### src/rtl/hdq_pkg.sv
// Shared types and constants for the HDQ poll scheduler.
//   state_e        : scheduler FSM states
//   owner_e        : who owns the in-flight HDQ transaction
//   HDQ_READ_MASK  : clears the HDQ write bit on host-supplied addresses
//   RECOVER_CYCLES : width of the hdq_rst pulse after a timeout
package hdq_pkg;

  typedef enum logic [2:0] {
    ST_IDLE,
    ST_ISSUE,
    ST_WAIT_DONE,
    ST_RELEASE,
    ST_RECOVER
  } state_e;

  typedef enum logic {
    OWN_POLL = 1'b0,
    OWN_HOST = 1'b1
  } owner_e;

  localparam logic [7:0]  HDQ_READ_MASK  = 8'h7F;
  localparam int unsigned RECOVER_CYCLES = 4;

  // Saturating 8-bit increment for event counters.
  function automatic logic [7:0] sat_inc8(input logic [7:0] v);
    return (v == 8'hFF) ? v : v + 8'd1;
  endfunction

endpackage

### src/rtl/hdq_poll_timer.sv
// Poll period counter and sweep-pending flag.
//   clk, rst    : clock, async active-high reset
//   sweep_done  : 1-cycle pulse when the last register of a sweep completes
//   sweep_pend  : a poll sweep is requested or in progress
module hdq_poll_timer
  import hdq_pkg::*;
#(
  parameter int unsigned POLL_PERIOD = 1_000_000
) (
  input  logic clk,
  input  logic rst,
  input  logic sweep_done,
  output logic sweep_pend
);

  localparam int unsigned CNT_W = (POLL_PERIOD > 1) ? $clog2(POLL_PERIOD) : 1;

  logic [CNT_W-1:0] cnt;
  logic             wrap;

  assign wrap = (cnt == CNT_W'(POLL_PERIOD - 1));

  // Free-running counter; a wrap during an active sweep is dropped, not queued.
  always_ff @(posedge clk or posedge rst) begin
    if (rst) begin
      cnt        <= '0;
      sweep_pend <= 1'b0;
    end else begin
      cnt <= wrap ? '0 : cnt + CNT_W'(1);
      if (sweep_pend) begin
        if (sweep_done) sweep_pend <= 1'b0;
      end else if (wrap) begin
        sweep_pend <= 1'b1;
      end
    end
  end

endmodule

### src/rtl/hdq_poll_scheduler.sv
// Sequences the HDQ master: periodic register sweeps into a shadow file,
// on-demand host reads (host wins at transaction boundaries), and timeout
// recovery with a 4-cycle hdq_rst pulse.
// Optional feature macro: HDQ_POLL_RETRY_EN -- reissue a timed-out address
// once before reporting an error.
// Ports:
//   clk, rst                  : clock, async active-high reset
//   enable                    : periodic polling on
//   host_req/host_addr        : host read request (held until host_ack)
//   host_ack/host_data/host_err : host read completion
//   hdq_start/hdq_addr/hdq_done/hdq_data/hdq_rst : hdq_interface handshake
//   reg_data/reg_valid        : shadow register file
//   err_count                 : saturating timeout count
module hdq_poll_scheduler
  import hdq_pkg::*;
#(
  parameter int unsigned           NUM_REGS    = 4,
  parameter logic [8*NUM_REGS-1:0] REG_ADDRS   = {8'h2F, 8'h0C, 8'h08, 8'h06},
  parameter int unsigned           POLL_PERIOD = 1_000_000,
  parameter int unsigned           TIMEOUT     = 200_000
) (
  input  logic                  clk,
  input  logic                  rst,
  input  logic                  enable,
  input  logic                  host_req,
  input  logic [7:0]            host_addr,
  output logic                  host_ack,
  output logic [7:0]            host_data,
  output logic                  host_err,
  output logic                  hdq_start,
  output logic [7:0]            hdq_addr,
  input  logic                  hdq_done,
  input  logic [7:0]            hdq_data,
  output logic                  hdq_rst,
  output logic [8*NUM_REGS-1:0] reg_data,
  output logic [NUM_REGS-1:0]   reg_valid,
  output logic [7:0]            err_count
);

  localparam int unsigned IDX_W = (NUM_REGS > 1) ? $clog2(NUM_REGS) : 1;
  localparam int unsigned TMR_W = $clog2(TIMEOUT + 1);
  localparam int unsigned RC_W  = (RECOVER_CYCLES > 1) ? $clog2(RECOVER_CYCLES) : 1;

  state_e           state, next_state;
  owner_e           owner;
  logic [IDX_W-1:0] idx;
  logic [TMR_W-1:0] tmr;
  logic [RC_W-1:0]  rcnt;
  logic [7:0]       rdata;
  logic             sweep_pend, sweep_done;
  logic             tmr_exp, rec_last, idx_last, retry_go;
  logic             start_d, rst_d, take_req, take_poll, tmo, done_ok, done_err;

  assign tmr_exp  = (tmr == TMR_W'(TIMEOUT - 1));
  assign rec_last = (rcnt == RC_W'(RECOVER_CYCLES - 1));
  assign idx_last = (idx == IDX_W'(NUM_REGS - 1));

`ifdef HDQ_POLL_RETRY_EN
  logic retried;
  assign retry_go = !retried;
`else
  assign retry_go = 1'b0;
`endif

  assign sweep_done = (done_ok || done_err) && (owner == OWN_POLL) && idx_last;

  hdq_poll_timer #(
    .POLL_PERIOD (POLL_PERIOD)
  ) u_timer (
    .clk        (clk),
    .rst        (rst),
    .sweep_done (sweep_done),
    .sweep_pend (sweep_pend)
  );

  // State register.
  always_ff @(posedge clk or posedge rst) begin
    if (rst) state <= ST_IDLE;
    else     state <= next_state;
  end

  // Next-state logic; host request has priority over a pending sweep.
  always_comb begin
    next_state = state;
    unique case (state)
      ST_IDLE:      if (host_req || (sweep_pend && enable)) next_state = ST_ISSUE;
      ST_ISSUE:     next_state = ST_WAIT_DONE;
      ST_WAIT_DONE: begin
        if (hdq_done)     next_state = ST_RELEASE;
        else if (tmr_exp) next_state = ST_RECOVER;
      end
      ST_RELEASE:   if (!hdq_done) next_state = ST_IDLE;
      ST_RECOVER:   if (rec_last) next_state = retry_go ? ST_ISSUE : ST_IDLE;
      default:      next_state = ST_IDLE;
    endcase
  end

  // Output/strobe decode; start_d and rst_d feed the registered HDQ controls.
  always_comb begin
    start_d   = 1'b0;
    rst_d     = 1'b0;
    take_req  = 1'b0;
    take_poll = 1'b0;
    tmo       = 1'b0;
    done_ok   = 1'b0;
    done_err  = 1'b0;
    unique case (state)
      ST_IDLE: begin
        if (host_req)                  take_req  = 1'b1;
        else if (sweep_pend && enable) take_poll = 1'b1;
      end
      ST_ISSUE:     start_d = 1'b1;
      ST_WAIT_DONE: begin
        if (!hdq_done) begin
          if (tmr_exp) begin
            tmo   = 1'b1;
            rst_d = 1'b1;
          end else begin
            start_d = 1'b1;
          end
        end
      end
      ST_RELEASE:   done_ok = !hdq_done;
      ST_RECOVER: begin
        rst_d    = !rec_last;
        done_err = rec_last && !retry_go;
      end
      default: ;
    endcase
  end

  // Datapath: address latch, timers, capture, completion and shadow file.
  always_ff @(posedge clk or posedge rst) begin
    if (rst) begin
      host_ack  <= 1'b0;
      host_data <= '0;
      host_err  <= 1'b0;
      hdq_start <= 1'b0;
      hdq_addr  <= '0;
      hdq_rst   <= 1'b0;
      reg_data  <= '0;
      reg_valid <= '0;
      err_count <= '0;
      owner     <= OWN_POLL;
      idx       <= '0;
      tmr       <= '0;
      rcnt      <= '0;
      rdata     <= '0;
`ifdef HDQ_POLL_RETRY_EN
      retried   <= 1'b0;
`endif
    end else begin
      host_ack  <= 1'b0;
      hdq_start <= start_d;
      hdq_rst   <= rst_d;

      if (take_req) begin
        hdq_addr <= host_addr & HDQ_READ_MASK;
        owner    <= OWN_HOST;
      end else if (take_poll) begin
        hdq_addr <= REG_ADDRS[{idx, 3'b000} +: 8];
        owner    <= OWN_POLL;
      end

`ifdef HDQ_POLL_RETRY_EN
      if (take_req || take_poll)            retried <= 1'b0;
      else if (state == ST_RECOVER && rec_last) retried <= 1'b1;
`endif

      if (state == ST_ISSUE)          tmr <= '0;
      else if (state == ST_WAIT_DONE) tmr <= tmr + TMR_W'(1);

      if (state == ST_WAIT_DONE && hdq_done) rdata <= hdq_data;

      if (tmo) begin
        err_count <= sat_inc8(err_count);
        rcnt      <= '0;
      end else if (state == ST_RECOVER) begin
        rcnt <= rcnt + RC_W'(1);
      end

      if (done_ok || done_err) begin
        if (owner == OWN_HOST) begin
          host_ack  <= 1'b1;
          host_data <= done_ok ? rdata : 8'h00;
          host_err  <= done_err;
        end else begin
          if (done_ok) begin
            reg_data[{idx, 3'b000} +: 8] <= rdata;
            reg_valid[idx]               <= 1'b1;
          end
          idx <= idx_last ? '0 : idx + IDX_W'(1);
        end
      end
    end
  end

endmodule
### config.mk
export PLATFORM = sky130hd
export DESIGN_NAME = hdq_poll_scheduler
export DESIGN_NICKNAME = d
export VERILOG_FILES = /design/src/rtl/hdq_pkg.sv /design/src/rtl/hdq_poll_timer.sv /design/src/rtl/hdq_poll_scheduler.sv
export SDC_FILE = /design/constraint.sdc
export NUM_CORES = 1
export LEC_CHECK = 0
export ABC_AREA = 1
export BUFFER_PORTS_ARGS = -buffer_cell sky130_fd_sc_hd__buf_2
export CORE_AREA = 2 2 104 106
export CTS_CLUSTER_SIZE = 28
export DETAILED_ROUTE_END_ITERATION = 10
export DIE_AREA = 0 0 106 108
export PLACE_DENSITY = 0.81
export SETUP_SLACK_MARGIN = 0.05
export SYNTH_ARGS = -nofsm -noshare
export SYNTH_HDL_FRONTEND = slang
export SYNTH_SLANG_ARGS = --single-unit
### constraint.sdc
create_clock -name clk -period 12.35 [get_ports clk]
set_input_delay 2.47 -clock clk [delete_from_list [all_inputs] [get_ports clk]]
set_output_delay 2.47 -clock clk [all_outputs]
set_load 0.05 [all_outputs]
---- Word level (Yosys, flattened, before mapping) ----
Index checks and enable logic that the tools add are counted.
storage, ports and cells
  register bits ........................... 119
  memories kept ........................... 0
  word-level logic and storage cells ...... 101
  memory bits (read-only) ................. 0
  bits in latches ......................... 0
  RAM bits ................................ 0
  input bits .............................. 21
cells by class
  reductions and logical operators ........ 18
  bitwise gates (word level) .............. 3
  muxes and demuxes ....................... 39
  shift-type cells ........................ 3
  add/subtract/negate cells ............... 6
  divide/modulo/power cells ............... 0
  eq/ne operators ......................... 13
  order comparisons ....................... 2
  $mul .................................... 0
operator list
  operator                 number
  $mux 18                  2
  $bwmux 32                1
  $shift 8x7->32 const A   1
  $shiftx 32x6->8 const A  1
  $shiftx 8x7->32          1
  $mux 8                   3
  $add 20x1->20 const B    1
  $eq 20x20->1 const B     1
  $mux 1                   20
  $mux 20                  1
  $add 18x1->18 const B    1
  $eq 18x18->1 const B     1
  $mux 3                   5
  $pmux 3 s5               1
  $add 8x1->8 const B      1
  $eq 8x8->1 const B       1
  $neg 5->7                1
  $eq 3x2->1 const B       2
  $mux 2                   3
  $ne 2x2->1 const B       3
  $reduce_and 2->1         3
  $reduce_bool 2->1        3
  $logic_and 1x1->1        5
  $add 2x1->2 const B      2
  15 further kinds         20

---- Logic depth before layout (Yosys ltp) ----
  depth in word-level cells ............... 7
  mapped depth ............................ 10
  mapped depth without buffers ............ 10

---- Cells and area by module ----
Synthesis repeated with hierarchy kept, for this count alone.
unflattened totals
  cells, all modules ...................... 710
  area total of the unflattened synthesis .. 6,034.5 sq um
by module, submodules not included
  module              cells each  times used  area an instance (sq um)  seq. area each (sq um)
  hdq_poll_scheduler  555         1           4,810.9                   2,427.3
  hdq_poll_timer      155         1           1,223.7                   525.5

---- Worst setup path before layout ----
No wires, ideal clock.
  path kind ............................... in2reg
  start point ............................. input port hdq_done
  end point ............................... register reg_data[10]
  stages on the path ...................... 7
  arrival ................................. 3.166 ns
  setup slack ............................. 9.065 ns
  buffers on the path ..................... 1
  required time ........................... 12.231 ns
  path through ............................ inv_2 nand3_4 nor2_8 nand2_4 buf_6 nand2_2 o21ai_2
between the ends
  word-level cells in the longest chain between the ends .. 4
RTL lines
  what                           line                       source
  start, declared                hdq_poll_scheduler.sv:32   input logic hdq_done,
  $logic_not 1->1 *              hdq_poll_scheduler.sv:123  ST_RELEASE: done_ok = !hdq_done;
  $mux 1 *                       hdq_poll_scheduler.sv:107  unique case (state)
  $logic_or 1x1->1               hdq_poll_scheduler.sv:182  if (done_ok || done_err) begin
  $reduce_and 3->1 (no line) *   n/a
  end signal, assigned by index  hdq_poll_scheduler.sv:189  reg_data[{idx, 3'b000} +: 8] <= rdata;
  end, declared                  hdq_poll_scheduler.sv:35   output logic [8*NUM_REGS-1:0] reg_data,
Every way passes the cells marked *; elsewhere a longest branch is shown, timed or not.
A chain may end at the register's enable or synchronous reset.

---- Worst setup path after layout ----
  start point ............................. register err_count[2]
  end point ............................... output port err_count[2]
RTL lines
  what                    line                       source
  start, declared         hdq_poll_scheduler.sv:37   output logic [7:0] err_count
  start signal, assigned  hdq_poll_scheduler.sv:176  err_count <= sat_inc8(err_count);
No word-level cell between the ends.

==> metrics <==
status=completed; Rel. slew slack=36.6%; Worst Reg-to-Reg Cells=5; Pwr Density=233 nW/um2; Clock Sinks=118; antenna-violating nets left=0; port bufs=82; Setup Buffers After CTS=0; WP buf/inv=1; register bit total from synthesis=118; vias per cell=5.37; Synth Cell Area=6020 um2; Synth Flop Type=dfrtp_1; Synth Area in Compound Gates=9.32%; crit path cell chain=buf_2; fmax=265 MHz; GPL Wtd Cong=0.912; Worst-Skew Late Latency=0.53 ns; Mapped Avg Cell Area=8.57 um2; Die Ht=108 um; synth warn=0; part of the power in the clock network=29.2%; endpoints failing setup=0; Clock Skew=0.0108 ns; FFs w/ async S/R, synth=100%; multiplexer share of the synthesized area=0.562%; area growth from synthesis to layout=17.8%; initial antenna violation count=0; Max IR drop VDD=0.148 mV; Iter 0 DRT Violations=379; IO Count=85; CP Max Fanout=6; clk slew on worst S/H paths=0.05 ns; internal power=0.936 mW; Setup TNS Final=0 ns; post-synth cell types=41; power share of the combinational group=37.2%; slowest CP cell=dfrtp_1; fill count=792; post-synthesis xor/xnor area fraction=2.48%; cell count along the critical path=1; critical path class=flop to output port; CTS Buf Count=17; die area=11400 um2; sequential fraction of the synthesis area=49.1%; startpoint types=flop; core area=10200 um2; Post-Syn Instances=702; hpwl dp=9380 um; P_leak=3.67 nW; first-pass GRT wire length=22900 um; drt first pass iters=5; Period minus WS final=3.78 ns; Die W=106 um; max-slew violations=0; HP Class=flop to flop; CTS tree=built; post-cts hold buffer count=0; Remaining DRCs=0; post-CTS sizing=0; largest net degree at the start of global routing=79; layout cells sized above 1=22.5%; cell area after placement=6510 um2; Root Buffer=clkbuf_8; CP arrival=1.31 ns; grt total ovfl=0; number of global-route vias before repair=4909; Max Buffers Root-to-Sink=2; CP delay by family, top=flip-flops; aggregate routed wire length=13500 um; Switching Power=0.716 mW; Total GRT Usage=25.5%; Synthesized Nets=735; H-tree depth=4; Layout Cells excl Fill=940; Synth Area in Adders=2.50%; CP peak stage delay=0.47 ns; Ant. Diodes=0; fin area=7090 um2; Post-Synth Simple-Gate Area=29.5%; Max-cap violations=0; crit end category=output port; Net Sw Frac=43.4%; Final #Nets=826; WP data required=9.88 ns; largest family of logic cells by synthesized area=simple AND/OR/NAND/NOR gates; fin crit share=30.6%; wire length per cell=14.3 um; Site Rows=37; RSZ-0062 raised after global routing=false; dpl cells=910; Worst-Margin Slew=0.951 ns; Vias=5051; hold path depth=2; Initial Utilization=58.8%; final hold vios=0; Seq pwr share=33.6%; EDFF count, synth=0
## cells in the final DEF (no fill, tap or decap), types with 12 or more instances in the layout
master and instances:
inv_1 69, nor3_1 13, o21ai_1 14, clkbuf_16 16, o21ai_2 25, o21ai_0 15, nand4_1 20, nand3_1 33
nand2_1 203, a21oi_1 12, dfrtp_1 118, nor2_1 72, xor2_1 12, buf_2 82, ha_1 12
## flip-flops by register name, indices dropped and copies added, names as in the netlist, 2 cells and up
signal,cells
err_count,8
tmr,18
reg_valid,4
rcnt,2
host_data,8
rdata,8
u_timer.cnt,20
reg_data,32
idx,2
state,3
hdq_addr,7
## routing by layer
metal | part of all wire, % | track usage [%] | wire [um]
met3 | 5.8 | 6.39 | 787
met4 | 2.3 | 9.77 | 314
met5 | 0 | 0 | 0
met2 | 49 | 41.8 | 6540
met1 | 43 | 33.0 | 5810
## through the flow
stage / total power [mW] / utilization, % / setup slack, ns / hold WS, ns
4_1_cts: 1.66 / 69.3 / 8.57 / 0.476
3_5_place_dp: 1.17 / 63.6 / 8.39 / 0.462
3_3_place_gp: 1.15 / 63.6 / 8.42 / 0.450
5_1_grt: 1.74 / 69.3 / 8.52 / 0.502
6_report: 1.65 / 69.3 / 8.57 / 0.474
2_1_floorplan: 1.03 / - / 6.75 / 0.452
## power groups by stage
| stage | Clock [mW] | Sequential, mW | Combinational (mW) |
|---|---|---|---|
| 5_1_grt | 0.505 | 0.565 | 0.666 |
| 3_5_place_dp | 0 | 0.559 | 0.611 |
| 3_3_place_gp | 0 | 0.553 | 0.599 |
| 4_1_cts | 0.486 | 0.555 | 0.617 |
| 2_1_floorplan | 0 | 0.750 | 0.276 |
| 6_report | 0.482 | 0.556 | 0.615 |
## synth_stat cells, types with 3 or more instances
cell type  instances  area [um2]
nand2_1          203         762
dfrtp_1          118        2950
nor2_1            72         270
inv_1             70         263
nand3_1           33         165
o21ai_2           25         219
nand4_1           20         125
o21ai_0           15        75.1
o21ai_1           14        70.1
nor3_1            13        65.1
a21oi_1           12        60.1
ha_1              12         150
xor2_1            12         105
inv_2              8        30.0
nand2_2            7        43.8
nand2_4            6        67.6
a31oi_1            5        31.3
buf_6              5        56.3
xnor2_1            5        43.8
buf_4              4        30.0
nand3_2            4        40.0
nor2_2             4        25.0
nor3_2             4        40.0
mux2_1             3        33.8
nor2_8             3        60.1
o211ai_1           3        22.5
o21bai_1           3        22.5
## final timing paths
kind	start	endpoint	slack, ns
min in group asynchronous	rst	host_data[2]	1.99
worst max-delay path	err_count[2]	err_count[2]	8.57
worst min register to register	reg_data[19]	reg_data[19]	0.47
worst max register to register	idx[0]	reg_data[7]	9.96
max in group asynchronous	rst	reg_data[18]	9.01
worst min-delay path	reg_data[19]	reg_data[19]	0.47
## cell type report
cell class	instances	area, um2	area share, %
tap	136	170	2.40
clock buffer	21	449	6.34
clock inverter	9	128	1.80
inverter	78	295	4.17
timing repair buffer	83	418	5.90
sequential	118	2950	41.7
multi-input combinational	495	2670	37.7
## cell families (layout without fill, tap and decap cells)
family,after synthesis,in the layout
adder cells (fa/ha/maj),12,12
other,1,1
buffers and inverters,89,191
multiplexers,3,3
XOR/XNOR,17,17
flip-flops,118,118
AO/OA/AOI/OAI,83,83
AND/OR/NAND/NOR,379,379
Power figures use the tool's default switching activity.
